$ cat config.mk
export PLATFORM = sky130hd
export DESIGN_NAME = rgb_btn_selector
export DESIGN_NICKNAME = d
export VERILOG_FILES = /design/src/rtl/rgb_btn_selector.sv
export SDC_FILE = /design/constraint.sdc
export NUM_CORES = 1
export LEC_CHECK = 0
export ABC_AREA = 1
export BUFFER_PORTS_ARGS = -buffer_cell sky130_fd_sc_hd__buf_4
export CORE_MARGIN = 1
export CORE_UTILIZATION = 50
export CTS_BUF_LIST = sky130_fd_sc_hd__clkbuf_16
export DETAILED_ROUTE_END_ITERATION = 7
export GPL_TIMING_DRIVEN = 0
export HOLD_SLACK_MARGIN = 0.1
export PLACE_DENSITY = 0.7
export SLEW_MARGIN = 0
export SYNTH_ARGS = -nofsm -noshare
export SYNTH_HDL_FRONTEND = slang
export SYNTH_SLANG_ARGS = --single-unit
$ cat constraint.sdc
create_clock -name clk_in -period 1.6 [get_ports clk_in]
set_input_delay 0.16 -clock clk_in [delete_from_list [all_inputs] [get_ports clk_in]]
set_output_delay 0.16 -clock clk_in [all_outputs]
set_load 0.02 [all_outputs]
$ cat src/rtl/rgb_btn_selector.sv
`default_nettype none
// +----------------------------------------------------------------------------+
// | rgb_btn_selector: debounces three active-low buttons and toggles the       |
// | matching RGB colour-select bit once per qualified press.                   |
// | Rev 1.0 - initial release                                                  |
// +----------------------------------------------------------------------------+
module rgb_btn_selector #(
  parameter int DEBOUNCE_CYCLES = 1000000
) (
  input  logic       clk_in,
  input  logic       reset,
  input  logic [2:0] btn_n,
  output logic [2:0] led_sel,
  output logic [2:0] btn_lvl,
  output logic       sel_valid
);

  localparam int              C_CNT_W   = $clog2(DEBOUNCE_CYCLES);
  localparam logic [C_CNT_W-1:0] C_CNT_MAX = C_CNT_W'(DEBOUNCE_CYCLES - 1);

  typedef enum logic [1:0] {
    ST_UP       = 2'd0,
    ST_DOWN_CHK = 2'd1,
    ST_DOWN     = 2'd2,
    ST_UP_CHK   = 2'd3
  } state_t;

  logic [2:0] sync1_q;
  logic [2:0] sync2_q;
  logic [2:0] w_tog;
  logic       sel_valid_q;

  // Flops reset to 1 so a held button looks released right after reset.
  always_ff @(posedge clk_in) begin
    if (!reset) begin
      sync1_q <= 3'b111;
      sync2_q <= 3'b111;
    end else begin
      sync1_q <= btn_n;
      sync2_q <= sync1_q;
    end
  end

  for (genvar gi = 0; gi < 3; gi++) begin : g_btn
    state_t             state_q;
    logic [C_CNT_W-1:0] cnt_q;
    logic               led_q;
    logic               lvl_q;
    logic               tog_q;
    logic               w_pressed;

    assign w_pressed = ~sync2_q[gi];

    always_ff @(posedge clk_in) begin
      if (!reset) begin
        state_q <= ST_UP;
        cnt_q   <= '0;
        led_q   <= 1'b0;
        lvl_q   <= 1'b0;
        tog_q   <= 1'b0;
      end else begin
        tog_q <= 1'b0;
        case (state_q)
          ST_UP: begin
            if (w_pressed) begin
              state_q <= ST_DOWN_CHK;
              cnt_q   <= '0;
            end
          end
          ST_DOWN_CHK: begin
            if (!w_pressed) begin
              state_q <= ST_UP;
            end else if (cnt_q == C_CNT_MAX) begin
              state_q <= ST_DOWN;
              lvl_q   <= 1'b1;
              led_q   <= ~led_q;
              tog_q   <= 1'b1;
            end else begin
              cnt_q <= cnt_q + 1'b1;
            end
          end
          ST_DOWN: begin
            if (!w_pressed) begin
              state_q <= ST_UP_CHK;
              cnt_q   <= '0;
            end
          end
          ST_UP_CHK: begin
            if (w_pressed) begin
              state_q <= ST_DOWN;
            end else if (cnt_q == C_CNT_MAX) begin
              state_q <= ST_UP;
              lvl_q   <= 1'b0;
            end else begin
              cnt_q <= cnt_q + 1'b1;
            end
          end
          default: begin
            state_q <= ST_UP;
            cnt_q   <= '0;
            lvl_q   <= 1'b0;
          end
        endcase
      end
    end

    assign led_sel[gi] = led_q;
    assign btn_lvl[gi] = lvl_q;
    assign w_tog[gi]   = tog_q;
  end

  // Toggles land together, so one pulse covers any number of simultaneous presses.
  always_ff @(posedge clk_in) begin
    if (!reset) begin
      sel_valid_q <= 1'b0;
    end else begin
      sel_valid_q <= |w_tog;
    end
  end

  assign sel_valid = sel_valid_q;

endmodule
`default_nettype wire

---- Word level (Yosys, flattened, before mapping) ----
Index checks and enable logic that the tools add are counted.
word-level totals
  logic and storage cells ................. 146
  output and inout bits ................... 7
  register bits after elaboration ......... 82
  input bits .............................. 5
operators by class
  bitwise operators ....................... 10
  reduce and logical (&&, ||, !) cells .... 22
  equal/unequal tests ..................... 36
  mux-type cells .......................... 57
  $add $sub $neg .......................... 3
operators by type and width
  kind                                                  count
  2-to-1 mux 20 bit                                     15
  case mux 20 bit (4 select lines)                      3
  adder 20 x 1 -> 20 bit (second input constant)        3
  equality test 20 bit (second input constant)          3
  2-to-1 mux 2 bit                                      18
  inequality test 2 bit (second input constant)         18
  case mux 2 bit (4 select lines)                       3
  AND reduction 4 bit                                   6
  inequality test 3 bit (second input constant)         6
  2-to-1 mux 1 bit                                      15
  AND reduction 5 bit                                   3
  equality test 2 bit (second input constant)           6
  OR reduction 3 bit                                    4
  NOT 1 bit                                             10
  AND reduction 3 bit                                   3
  equality test 2 x 1 -> 1 bit (second input constant)  3
  zero test 2 bit                                       3
  case mux 1 bit (2 select lines)                       3
  nonzero test 2 bit                                    3

---- Longest topological paths before layout ----
  depth after elaboration ................. 4
  gate-level depth with buffers ........... 11
  mapped depth without buffers ............ 11

---- Worst setup path before layout ----
No wires, ideal clock.
  kind .................................... reg2reg
  start point ............................. register g_btn[1].cnt_q[0]
  end point ............................... register g_btn[1].led_q
  period minus slack after synthesis ...... 1625 ps
  data required time ...................... 1487 ps
  buffers on the path ..................... 0
  slack ................................... -25 ps
  library setup time ...................... 113 ps
  arrival ................................. 1512 ps
  cell stages (with the launch flop) ...... 8
  cell sequence ........................... dfxtp_1 -> ha_1 -> nand2_2 -> nor3_4 -> nand3_4 -> or2_4 -> nor2_1 -> nor2_1
on the way
  word-level cells in the longest chain between the ends .. 2
ends and longest elaborated chain
  element                        RTL line  text
  start, declared                46        logic [C_CNT_W-1:0] cnt_q;
  start signal, assigned         79        cnt_q <= cnt_q + 1'b1;
  start signal, assigned         95        cnt_q <= cnt_q + 1'b1;
  equality test 20 bit           73        end else if (cnt_q == C_CNT_MAX) begin
  AND reduction 3 bit (no line)  n/a
  end signal, assigned           76        led_q <= ~led_q;
  end, declared                  47        logic led_q;
Every way passes these cells.
A chain may end at the register's enable or synchronous reset.

---- Final worst setup path ----
  start point ............................. register g_btn[1].cnt_q[0]
  end point ............................... register g_btn[1].cnt_q[8]
on the way
  word-level cells in the longest chain between the ends .. 4
ends and longest elaborated chain
  element                                                                RTL line  text
  adder 20 x 1 -> 20 bit / equality test 20 bit (equally long branches)  n/a
  2-to-1 mux 20 bit *                                                    73, 91
  2-to-1 mux 20 bit (on tied branches)                                   89, 71
  case mux 20 bit (4 select lines) *                                     63        case (state_q)
Mark *: on every way between the ends. The rest lies on a longest branch, timed or not. The select of a mux whose other input is x is not followed.

==> reports/qor.yml <==
status:
  result_of_the_run: "finished with violations"
  failed_checks: "setup timing"
detailed_routing:
  wl_um: 12800
  first_pass_iters: 5
  route.detailed.drc: 0
  routed_via_density: 5.22
  route.detailed.wl_per_inst_um: 13.1
  drt-initial-drc-count: 343
  ant_nets: 0
  detailroute.via_count: 5082
sta:
  final_hold_viol_count: 0
  max_clock_freq_mhz: 623
  layout_min_cycle_time_ns: 1.60
  fin_tns_setup_ns: -0.00430
  max_slew.worst_pin.slew_ns: 0.683
  clock-skew-final_ns: 0.00643
  final_max_slew_viol_count: 0
  final.setup.worst_slack_ns: -0.00430
  relSlewSlack_pct: 54.5
  final.period_utilization_pct: 100
  finalSetupViolCount: 1
  grt_setup_unrepaired: "yes"
die:
  start_util_pct: 51.9
  die_area_um2: 10000
  core_um2: 9280
  ioPinCount: 12
  core.rowCount: 35
  dieHeight_um: 100
  die_w_um: 100
cts:
  cts.reportedPaths.clkPinSlew_ns: 0.07
  root_buffer: "clkbuf_16"
  cts_max_path_buffers: 2
  cts_tree: "built"
  cts-buffers-inserted: 9
  clock_insertion_delay_worst_skew_ns: 0.33
  htree_num_levels: 3
  clock_sink_count: 82
synthesis:
  ys_seq_area_share_pct: 34.0
  synth_cells: 794
  synth-warning-count: 0
  synth_cell_type_count: 34
  yosys_register_bits: 82
  synth_nets: 802
  synth_compound_gate_area_share_pct: 8.41
  mappedNetlistArea_um2: 4820
  synth-simple-area-share_pct: 44.7
  synth_mux_area_share_pct: 0
  average_cell_area_after_synthesis_um2: 6.07
  yosys.area_share.adder_pct: 0.778
  synth_top_family_by_area: "simple AND/OR/NAND/NOR gates"
  synthesized_area_fraction_occupied_by_xor_and_xnor_cells_pct: 1.82
global_routing:
  wire_length_of_the_first_global_routing_pass_um: 20700
  grt_antenna_before_repair: 0
  groute.usage.overall_pct: 25.7
  first_global_vias: 4621
  grt_remaining_overflow: 0
  grt_start_max_net_pins: 17
worst_setup_path:
  worstSetupPathType: "reg -> reg"
  reg2reg_depth: 8
  critical_path_arrival_ns: 1.86
  critical_path_required_ns: 1.86
  critical_path.startpoint_type: "flip-flop"
  critPathCaptureType: "flip-flop"
  critical_path_peak_fanout: 6
final_layout:
  final_net_count: 847
  flow.area_growth_from_synthesis_pct: 22.4
  most_common_library_cell_in_the_layout_ignoring_fill_and_taps: "nand2_1"
  fill_cells: 838
  drive_above_1_share_pct: 19.7
  layout_common_cells: "nand2_1 (218), nor2_1 (147), inv_1 (87)"
  antenna-diode-count: 0
  layoutNonFillerInstCount: 973
  finalCoreUtilization_pct: 63.6
min_path:
  whs_path_depth: 3
  holdCritPathClass: "in -> reg"
pwr:
  max-vdd-ir-drop_mv: 0.589
  power_per_cell_area_nw_per_um2: 717
  leakage_nw: 2.23
  report.power.total_mw: 4.23
place:
  pre_cts_slack_ns: -0.306
  hpwl_um: 8950
  place.port_buffers: 11
  place_inst: 934
  gp_congestion: 1.02
run:
  max_cap_viol_count: 0
==> path summary, 6_finish.rpt <==
check / start / endpoint / slack, ns
setup / recovery: g_btn[1].cnt_q[0] / g_btn[1].cnt_q[8] / -0.004
hold / removal: reset / g_btn[2].cnt_q[0] / 0.14
setup reg to reg: g_btn[1].cnt_q[0] / g_btn[1].cnt_q[8] / -0.004
hold reg to reg: sync1_q[0] / sync2_q[0] / 0.41
==> per-stage QoR <==
stage | hold slack (ns) | cell area, µm²
final | 0.139 | 5900
after global routing | 0.129 | 5900
after CTS | 0.129 | 5570
after detailed placement | 0.351 | 5080
after global placement | 0.347 | 5080
after floorplan | 0.267 | 4840
==> what timing repair did <==
item                                    4_1_cts  5_1_grt
pin swaps                                     9       22
hold buffers                                  3        0
endpoints found under the hold margin         3        0
buffers inserted                              7       11
gates cloned                                  1        1
resized for setup                            30       86
endpoints found under the setup margin       73       64
==> report_power, final <==
part	leakage, nW	internal, mW	total (mW)	switching (mW)
Clock	0.143	1.08	1.99	0.913
Combinational	1.41	0.0625	0.187	0.124
Sequential	0.672	2.04	2.05	0.00754
Total	2.23	3.18	4.23	1.04
==> flip-flops by register name, indices dropped and copies added (netlist names), named ones only <==
signal and flops:
sync2_q 3, sel_valid 1, g_btn.cnt_q 60, g_btn.lvl_q 3
g_btn.led_q 3, sync1_q 3, g_btn.tog_q 3, g_btn.state_q 3
==> cell usage after synthesis (all sizes together) <==
cell type	count	area, µm²
nor3b	1	7.51
nand2	233	887
or2	8	52.6
clkbuf	7	36.3
dfxtp	82	1640
o21ai	16	80.1
a21oi	52	260
o211ai	2	20.0
o21bai	5	37.5
inv	90	338
nand4	18	113
nand3b	6	45.0
nand3	50	268
ha	3	37.5
nor3	17	101
xor2	10	87.6
buf	17	121
nor4	1	6.26
nor2	175	674
a211oi	1	7.51
==> critical path, stage by stage, from the launching register on <==
cell	delay [ns]
dfxtp_4	0.36
ha_4	0.14
nand2_4	0.06
nor3_4	0.31
nand3_4	0.18
nand2_4	0.16
buf_6	0.15
nand2_1	0.06
a21oi_2	0.10
==> area by class of cell <==
class,instances,area (µm²),share of cell area [%]
Multi-Input combinational cell,598,2990,50.6
Sequential cell,82,1680,28.4
Inverter,90,340,5.77
Timing Repair Buffer,34,264,4.47
Clock buffer,9,225,3.82
Buffer,24,184,3.12
Tap cell,129,161,2.74
Clock inverter,7,60.1,1.02
==> cells by family after synthesis <==
family                   Yosys count
flip-flops                        82
AO/OA/AOI/OAI                     76
buffers and inverters            114
adder cells (fa/ha/maj)            3
AND/OR/NAND/NOR                  509
XOR/XNOR                          10
==> layer usage <==
metal	track usage [%]	up-vias	wire [µm]
met1	33.1	2342	5680
li1	-	2582	-
met2	43.3	134	6160
met4	10.9	0	320
met3	3.48	24	597
met5	0	-	0
No activity file was read; power rests on OpenSTA's default activity.
